`src/rtl/scope_pkg.sv`:
```
// Shared constants for the oscilloscope trace renderer: screen geometry,
// plot colours and the renderer state encoding.
// Latency: n/a (package). Backpressure: n/a.
package scope_pkg;

  localparam int SCREEN_W   = 160;
  localparam int SCREEN_H   = 120;
  localparam int CENTRE_ROW = 60;
  localparam int Y_LIMIT    = 59;

  localparam logic [7:0] LAST_COL = 8'(SCREEN_W - 1);
  localparam logic [6:0] LAST_ROW = 7'(SCREEN_H - 1);
  localparam logic [6:0] CENTRE   = 7'(CENTRE_ROW);

  localparam logic [2:0] BG_COLOUR    = 3'b000;
  localparam logic [2:0] AXIS_COLOUR  = 3'b001;
  localparam logic [2:0] TRACE_COLOUR = 3'b010;
  localparam logic [2:0] GRID_COLOUR  = 3'b011;

  typedef enum logic [2:0] {
    S_IDLE   = 3'd0,
    S_FETCH  = 3'd1,
    S_SAMPLE = 3'd2,
    S_ERASE  = 3'd3,
    S_DRAW   = 3'd4,
    S_NEXT   = 3'd5,
    S_DONE   = 3'd6
  } state_t;

endpackage

```
`src/rtl/scope_trace_renderer_row_mapper.sv`:
```
// Clamps a signed 32-bit sample to +/-Y_LIMIT and maps it to a screen row
// (row = CENTRE_ROW - v, range 1..119). Latency: combinational.
// Backpressure: none. Ports: sample (32b two's complement) -> row (7b).
module scope_row_mapper
  import scope_pkg::*;
(
  input  logic [31:0] sample,
  output logic [6:0]  row
);

  logic signed [31:0] v;

  always_comb begin
    v = $signed(sample);
    if (v > Y_LIMIT) begin
      v = Y_LIMIT;
    end else if (v < -Y_LIMIT) begin
      v = -Y_LIMIT;
    end
    row = 7'(CENTRE_ROW - v);
  end

endmodule

```
`src/rtl/scope_trace_renderer.sv`:
```
// Per frame, sweeps 160 columns of the sample store; for each column erases
// it (axis at row 60), then draws a vertical segment prev..cur so the trace is
// continuous. First plot 3 edges after iStart is sampled; each column takes
// 124 + |prev-cur| cycles. No backpressure: one pixel per oPlot cycle.
// Ports: CLOCK_50/reset (async, active-high), iStart/iHold frame request,
// oX/iY sample store read, oVgaX/oVgaY/oColour/oPlot VGA plot port,
// oBusy/oFrameDone status.
// Build option: define SCOPE_GRID_EN to paint a grid (every 20th column,
// every 15th row) during erase.
module scope_trace_renderer
  import scope_pkg::*;
(
  input  logic        CLOCK_50,
  input  logic        reset,
  input  logic        iStart,
  input  logic        iHold,
  output logic [7:0]  oX,
  input  logic [31:0] iY,
  output logic [7:0]  oVgaX,
  output logic [6:0]  oVgaY,
  output logic [2:0]  oColour,
  output logic        oPlot,
  output logic        oBusy,
  output logic        oFrameDone
);

  state_t     state;
  logic [7:0] col;
  logic [6:0] row;
  logic [6:0] prev;
  logic [6:0] cur;
  logic [6:0] mapped_row;
  logic [6:0] seg_lo;
  logic [6:0] seg_hi;
  logic [2:0] erase_colour;

  // The store is addressed directly by the column register.
  assign oX = col;

  scope_row_mapper u_row_mapper (
    .sample (iY),
    .row    (mapped_row)
  );

  always_comb begin
    if (prev < cur) begin
      seg_lo = prev;
      seg_hi = cur;
    end else begin
      seg_lo = cur;
      seg_hi = prev;
    end
  end

  // Axis is checked last so it overrides the grid.
  always_comb begin
    erase_colour = BG_COLOUR;
`ifdef SCOPE_GRID_EN
    if (((col % 8'd20) == 8'd0) || ((row % 7'd15) == 7'd0)) begin
      erase_colour = GRID_COLOUR;
    end
`else
    erase_colour = BG_COLOUR;
`endif
    if (row == CENTRE) begin
      erase_colour = AXIS_COLOUR;
    end
  end

  always_ff @(posedge CLOCK_50 or posedge reset) begin
    if (reset) begin
      state      <= S_IDLE;
      col        <= 8'd0;
      row        <= 7'd0;
      prev       <= 7'd0;
      cur        <= 7'd0;
      oVgaX      <= 8'd0;
      oVgaY      <= 7'd0;
      oColour    <= 3'd0;
      oPlot      <= 1'b0;
      oBusy      <= 1'b0;
      oFrameDone <= 1'b0;
    end else begin
      oPlot      <= 1'b0;
      oFrameDone <= 1'b0;
      case (state)
        S_IDLE: begin
          oBusy <= 1'b0;
          if (iStart && !iHold) begin
            col   <= 8'd0;
            oBusy <= 1'b1;
            state <= S_FETCH;
          end
        end
        // oX is stable for this cycle so iY settles before SAMPLE.
        S_FETCH: begin
          state <= S_SAMPLE;
        end
        S_SAMPLE: begin
          cur <= mapped_row;
          if (col == 8'd0) begin
            prev <= mapped_row;
          end
          row   <= 7'd0;
          state <= S_ERASE;
        end
        S_ERASE: begin
          oPlot   <= 1'b1;
          oVgaX   <= col;
          oVgaY   <= row;
          oColour <= erase_colour;
          if (row == LAST_ROW) begin
            row   <= seg_lo;
            state <= S_DRAW;
          end else begin
            row <= row + 7'd1;
          end
        end
        S_DRAW: begin
          oPlot   <= 1'b1;
          oVgaX   <= col;
          oVgaY   <= row;
          oColour <= TRACE_COLOUR;
          if (row == seg_hi) begin
            state <= S_NEXT;
          end else begin
            row <= row + 7'd1;
          end
        end
        S_NEXT: begin
          prev <= cur;
          if (col == LAST_COL) begin
            state <= S_DONE;
          end else begin
            col   <= col + 8'd1;
            state <= S_FETCH;
          end
        end
        // oBusy stays high through the done pulse and drops in IDLE.
        S_DONE: begin
          oFrameDone <= 1'b1;
          state      <= S_IDLE;
        end
        default: begin
          state <= S_IDLE;
        end
      endcase
    end
  end

endmodule

```
`config.mk`:
```
export PLATFORM = sky130hd
export DESIGN_NAME = scope_trace_renderer
export DESIGN_NICKNAME = d
export VERILOG_FILES = /design/src/rtl/scope_pkg.sv /design/src/rtl/scope_trace_renderer_row_mapper.sv /design/src/rtl/scope_trace_renderer.sv
export SDC_FILE = /design/constraint.sdc
export NUM_CORES = 1
export LEC_CHECK = 0
export CORE_MARGIN = 2
export CORE_UTILIZATION = 50
export CTS_CLUSTER_DIAMETER = 80
export DETAILED_ROUTE_END_ITERATION = 7
export PLACE_DENSITY = 0.78
export SYNTH_ARGS = -nofsm -noshare
export SYNTH_HDL_FRONTEND = slang
export SYNTH_HIERARCHICAL = 1
export SYNTH_SLANG_ARGS = --single-unit
```
`constraint.sdc`:
```
create_clock -name CLOCK_50 -period 3.3 [get_ports CLOCK_50]
set_input_delay 0.33 -clock CLOCK_50 [delete_from_list [all_inputs] [get_ports CLOCK_50]]
set_output_delay 0.33 -clock CLOCK_50 [all_outputs]
set_load 0.1 [all_outputs]
```
Word-level counts from Yosys, hierarchy flattened
Cells that the tools add are included.
{ "word_totals": {"regBits": 53, "inputBits": 36, "output_inout_bits": 29, "word_cells": 68} }
{ "classes": {"n_addsub": 3, "order_cmp": 3, "n_eq_ne": 16, "n_mux": 22, "reduce_logical": 13} }
{ "ops": {"columns": ["op", "n"], "rows": [
  ["$mux 7", 7],
  ["$gt 32x7->1 const B", 1],
  ["$lt 32x7->1 const B", 1],
  ["$pmux 7 s3", 1],
  ["$pmux 3 s6", 1],
  ["$mux 8", 2],
  ["$pmux 8 s2", 1],
  ["$pmux 7 s2", 1],
  ["$mux 3", 4],
  ["$ne 2x2->1 const B", 6],
  ["$eq 3x3->1 const B", 3],
  ["$add 8x1->8 const B", 1],
  ["$eq 8x8->1 const B", 1],
  ["$logic_not 8->1", 1],
  ["$add 7x1->7 const B", 1],
  ["$eq 7x6->1 const B", 1],
  ["$eq 7x7->1", 1],
  ["$eq 7x7->1 const B", 1],
  ["$lt 7x7->1", 1],
  ["$sub 7x7->7 const A", 1],
  ["$eq 3x2->1 const B", 2],
  ["$pmux 3 s2", 1],
  ["$reduce_and 3->1", 2],
  ["$reduce_bool 2->1", 3],
  ["other kinds (8)", 12]
]} }

Depth between registers and ports, before layout
{ "depth": {"ltp_word": 6, "ltp_mapped": 13} }

Hierarchy
Netlist, hierarchy kept.
{ "modules_own_cells": {"columns": ["module", "n_inst", "cells_each", "area_each_um2", "seq_area_each_um2"], "rows": [
  ["scope_trace_renderer", 1, 304, 2942.8, 1301.2],
  ["scope_row_mapper", 1, 54, 350.3, 0.0]
]} }

Worst setup path after synthesis
Ideal clock, no wire load.
{ "synth_timing": {"path_kind": "reg2reg", "from": "register col[0], in the netlist oX[0]", "to": "register col[5], in the netlist oX[5]", "setup_time_ns": 0.144, "arrival_time_ns": 2.651, "required_ns": 3.156, "setup_slack_ns": 0.505, "stages_incl_launch_ff": 10, "period_less_slack_ns": 2.795, "cell_sequence": "dfrtp_1 ha_1 nand2_1 or4_1 nand3_1 nand2b_1 and4_1 nand3_1 xor2_1 nor2_1"} }
{ "synth_between": {"elab_chain_len": 3} }
{ "synth_rtl": {"columns": ["item", "line_no", "source"], "rows": [
  ["start: declaration", "scope_trace_renderer.sv:28", "logic [7:0] col;"],
  ["start signal: assignment", "scope_trace_renderer.sv:135", "col <= col + 8'd1;"],
  ["$add 8x1->8 / $eq 8x8->1 (equally long branches)", "scope_trace_renderer.sv:135, scope_trace_renderer.sv:132", null],
  ["$mux 8 / $ne 2x2->1 (equally long branches)", null, null],
  ["$pmux 8 s2 / $reduce_and 3->1 (equally long branches)", null, null]
]} }
Several ways; a longest one is shown, not always the timed one. The select of a mux whose other input is x is not followed.
A chain may end at the register's enable or synchronous reset.

Worst setup path after layout
{ "layout_timing": {"from": "register cur[2]", "to": "register row[6]"} }
{ "layout_between": {"elab_chain_len": 5} }
{ "layout_rtl": {"columns": ["item", "line_no", "source"], "rows": [
  ["start: declaration", "scope_trace_renderer.sv:31", "logic [6:0] cur;"],
  ["start signal: assignment", "scope_trace_renderer.sv:100", "cur <= mapped_row;"],
  ["$lt 7x7->1", "scope_trace_renderer.sv:46", "if (prev < cur) begin"],
  ["$mux 7", "scope_trace_renderer.sv:46", null],
  ["$eq 7x7->1", "scope_trace_renderer.sv:124", "if (row == seg_hi) begin"],
  ["$ne 2x2->1 (no line)", null, null],
  ["$reduce_and 2->1 (no line)", null, null],
  ["end signal: assignment", "scope_trace_renderer.sv:113", "row <= seg_lo;"],
  ["end signal: assignment", "scope_trace_renderer.sv:116", "row <= row + 7'd1;"],
  ["end signal: assignment", "scope_trace_renderer.sv:127", "row <= row + 7'd1;"],
  ["end: declaration", "scope_trace_renderer.sv:29", "logic [6:0] row;"]
]} }
Several ways; a longest one is shown, not always the timed one.

==> out/metrics.cfg <==
[setup_path]
reg2reg_depth = 10
crit_path_end_kind = flip-flop
critPathArrivalTime_ps = 2950
crit_type = flip-flop to flip-flop
worstReg2RegEnd = row[6]$_DFFE_PP0P_
cp_max_fo = 19
r2r_slack_ps = 550
r2r-start = cur[2]$_DFFE_PP0P_
worstPathRequired_ps = 3500
start_kind = flip-flop

[place]
gp_congestion = 0.9396
io_buffers = 63
hpwl_um = 5944

[sta]
worst_pin_slew_ps = 1094
slew_violations = 0
hold_viol_final = 0
max_freq_ghz = 0.3636
setup_viol = 0
rsz0062_at_grt = false
setup_tns_ps = 0
max-slew-margin-rel_pct = 27.08
finClkSkew_ps = 15.73
timing.final.crit_period_ps = 2751
period_share_pct = 83.35

[layout]
drive_gt1_share_pct = 11.69
synthToLayoutAreaGrowth_pct = 24.24
postLayoutCoreUtil_pct = 64.43
antenna_cells = 0
nets = 465

[grt]
antenna_found_initial = 0
grt_pass1_wl_um = 13900
grt_start_max_net_pins = 53
gr-total-overflow = 0
grt_pass1_vias = 3000
grt_usage_pct = 23.49

[clocking]
hold_buffers = 0
cts_tree = done
ctsLongestPathBuffers = 2
clk_latency_ps = 320
cts.clk_slew.worst_paths_ps = 110
cts.sinks = 52
numCtsBuffers = 5
cts_setup_buffers = 0
cts_resized = 0
cts-root-buf = clkbuf_8
htree_levels = 2

[floorplan]
initial_core_util_pct = 51.86
die_y_um = 85.16
die_x_um = 85.16
rows = 29
die_area_um2 = 7251
core_um2 = 6350
io_pins = 65

[detailed_routing]
drtPass1Iterations = 5
vias = 2931
wl_per_cell_um = 16.09
drt_iter0_markers = 235
routed_via_density = 5.909
drc = 0
ant_nets = 0
wirelength_um = 7979

[yosys]
synth.area.top_cells = dfrtp_1 40%, mux2_2 5.8%, nand2_1 5.6%, mux2i_1 4.3%, ha_1 4.2%
ys.warnings.count = 6
yosysMostFrequentCell = dfrtp_1
synth-edff-count = 0
synth_fa_ha_area_share_pct = 4.179
muxShareOfSynthArea_pct = 10.07
synth_sequential_area_ratio_pct = 39.51
synth_compound_area_share_pct = 16.49
postSynth.asyncResetShare_pct = 100.0
ys_ff_latch = 52
synth_top_family_by_area = simple AND/OR/NAND/NOR gates
synth.distinct_cells = 59
synth-simple-area-share_pct = 21.31
synth_cells = 358
synth.cells.most_frequent = 52 x dfrtp_1, 49 x nand2_1, 25 x nor2_1, 17 x mux2_2, 16 x inv_1
synthFlopType = dfrtp_1
netlist.area_leader.share_pct = 39.51
yosys.area.top_type = dfrtp_1
synth_area_um2 = 3293
synthesis.nets = 405
synth_xor_area_share_pct = 3.989
syn-mean-instance-area_um2 = 9.199

[power_and_ir_drop]
peakVddDrop_v = 0.0005151
power_density_nw_per_um2 = 790.9
finalPower_uw = 3236
p_leak_uw = 0.001787

[hold_path]
hp-start = oColour[1]$_DFFE_PP0P_
hold_path_class = flip-flop to flip-flop
hold_end = oColour[1]$_DFFE_PP0P_
hold_path_depth = 2

[run_status]
outcome = finished, final reports clean

[job]
maxCapViolCount = 0

==> per-stage QoR <==
| stage | worst slack [ps] | hold WS (ps) | instances | cell area, um2 |
|---|---|---|---|---|
| after floorplan | 504.7 | 504.0 | 358 | 3293 |
| after global placement | 387.0 | 475.6 | 488 | 3994 |
| after detailed placement | 298.2 | 492.1 | 488 | 3994 |
| after CTS | 589.3 | 517.7 | 496 | 4091 |
| after global routing | 363.6 | 530.2 | 496 | 4091 |
| final | 549.4 | 511.7 | 496 | 4091 |
==> sequential cells by signal, summed over array words and instances, names as in the netlist <==
signal / flops
oPlot: 1
oVgaY: 7
row: 7
oBusy: 1
oFrameDone: 1
state: 3
oVgaX: 8
prev: 7
cur: 7
oColour: 2
oX: 8
==> where the power goes <==
group          internal [uW]  switching (uW)
registers                819             253
clock network            161             244
logic                    632            1130
total                   1610            1620
==> critical path, cell delays in order (launching register included) <==
cell	delay (ps)
dfrtp_1	410
inv_1	90
ha_1	300
a21oi_1	190
o21ai_2	100
a21oi_4	460
mux2i_1	210
a211oi_4	430
nand2_4	110
o22ai_1	220
o211ai_1	110
==> per-layer routing <==
metal / share of wire [%] / vias to the layer above / GRT usage, %
li1: - / 1405 / -
met1: 44 / 1405 / 30.79
met2: 50 / 105 / 40.34
met3: 4.3 / 16 / 3.307
met4: 1.7 / 0 / 7.215
met5: 0 / - / 0
==> placed cells by master (no fill, tap or decap), types with 2 or more instances in the layout <==
| cell type | instances |
|---|---|
| and2_1 | 2 |
| nor4_2 | 3 |
| nor2_1 | 25 |
| mux2_2 | 17 |
| ha_1 | 11 |
| nand2_1 | 49 |
| dfrtp_1 | 52 |
| nand2b_1 | 7 |
| buf_4 | 7 |
| nor2b_1 | 6 |
| inv_6 | 2 |
| xnor2_1 | 8 |
| a311oi_1 | 3 |
| nor3_1 | 3 |
| xor2_1 | 7 |
| clkdlybuf4s50_1 | 63 |
| clkbuf_8 | 5 |
| mux2i_1 | 14 |
| o211ai_1 | 4 |
| nand3_1 | 14 |
| inv_2 | 2 |
| a21oi_1 | 15 |
| o21ai_0 | 12 |
| and3_1 | 4 |
| o21ai_1 | 9 |
| o22ai_1 | 8 |
| o21a_1 | 3 |
| or4_1 | 2 |
| nand4_1 | 8 |
| o32a_1 | 4 |
| inv_1 | 15 |
| nor4_1 | 8 |
==> logic make-up (layout without fill, tap and decap cells) <==
group	Yosys count	in the layout
simple gates	138	138
fa+ha+maj	11	11
compound gates	76	76
buf+inv	34	95
flops	52	52
other cells	1	1
xor+xnor	15	15
mux	31	31
==> how the worst max path moves through the flow <==
stage | from | end | cells past startpoint
floorplan | oX[0]$_DFFE_PP0P_ | oX[5]$_DFFE_PP0P_ | 9
global placement | iY[16] | prev[2]$_DFFE_PP0P_ | 13
detailed placement | iY[18] | prev[2]$_DFFE_PP0P_ | 13
CTS | cur[2]$_DFFE_PP0P_ | row[6]$_DFFE_PP0P_ | 10
global route | iY[21] | prev[2]$_DFFE_PP0P_ | 13
finish | cur[2]$_DFFE_PP0P_ | row[6]$_DFFE_PP0P_ | 10
==> cell type report <==
class,count,area (um2)
timing repair buffer,70,683.2
multi-input combinational,272,1849
clock buffer,5,68.82
clock inverter,3,28.78
inverter,17,63.81
fill,542,2258
tap,77,96.34
sequential,52,1301
No activity file was read; power rests on OpenSTA's default activity.
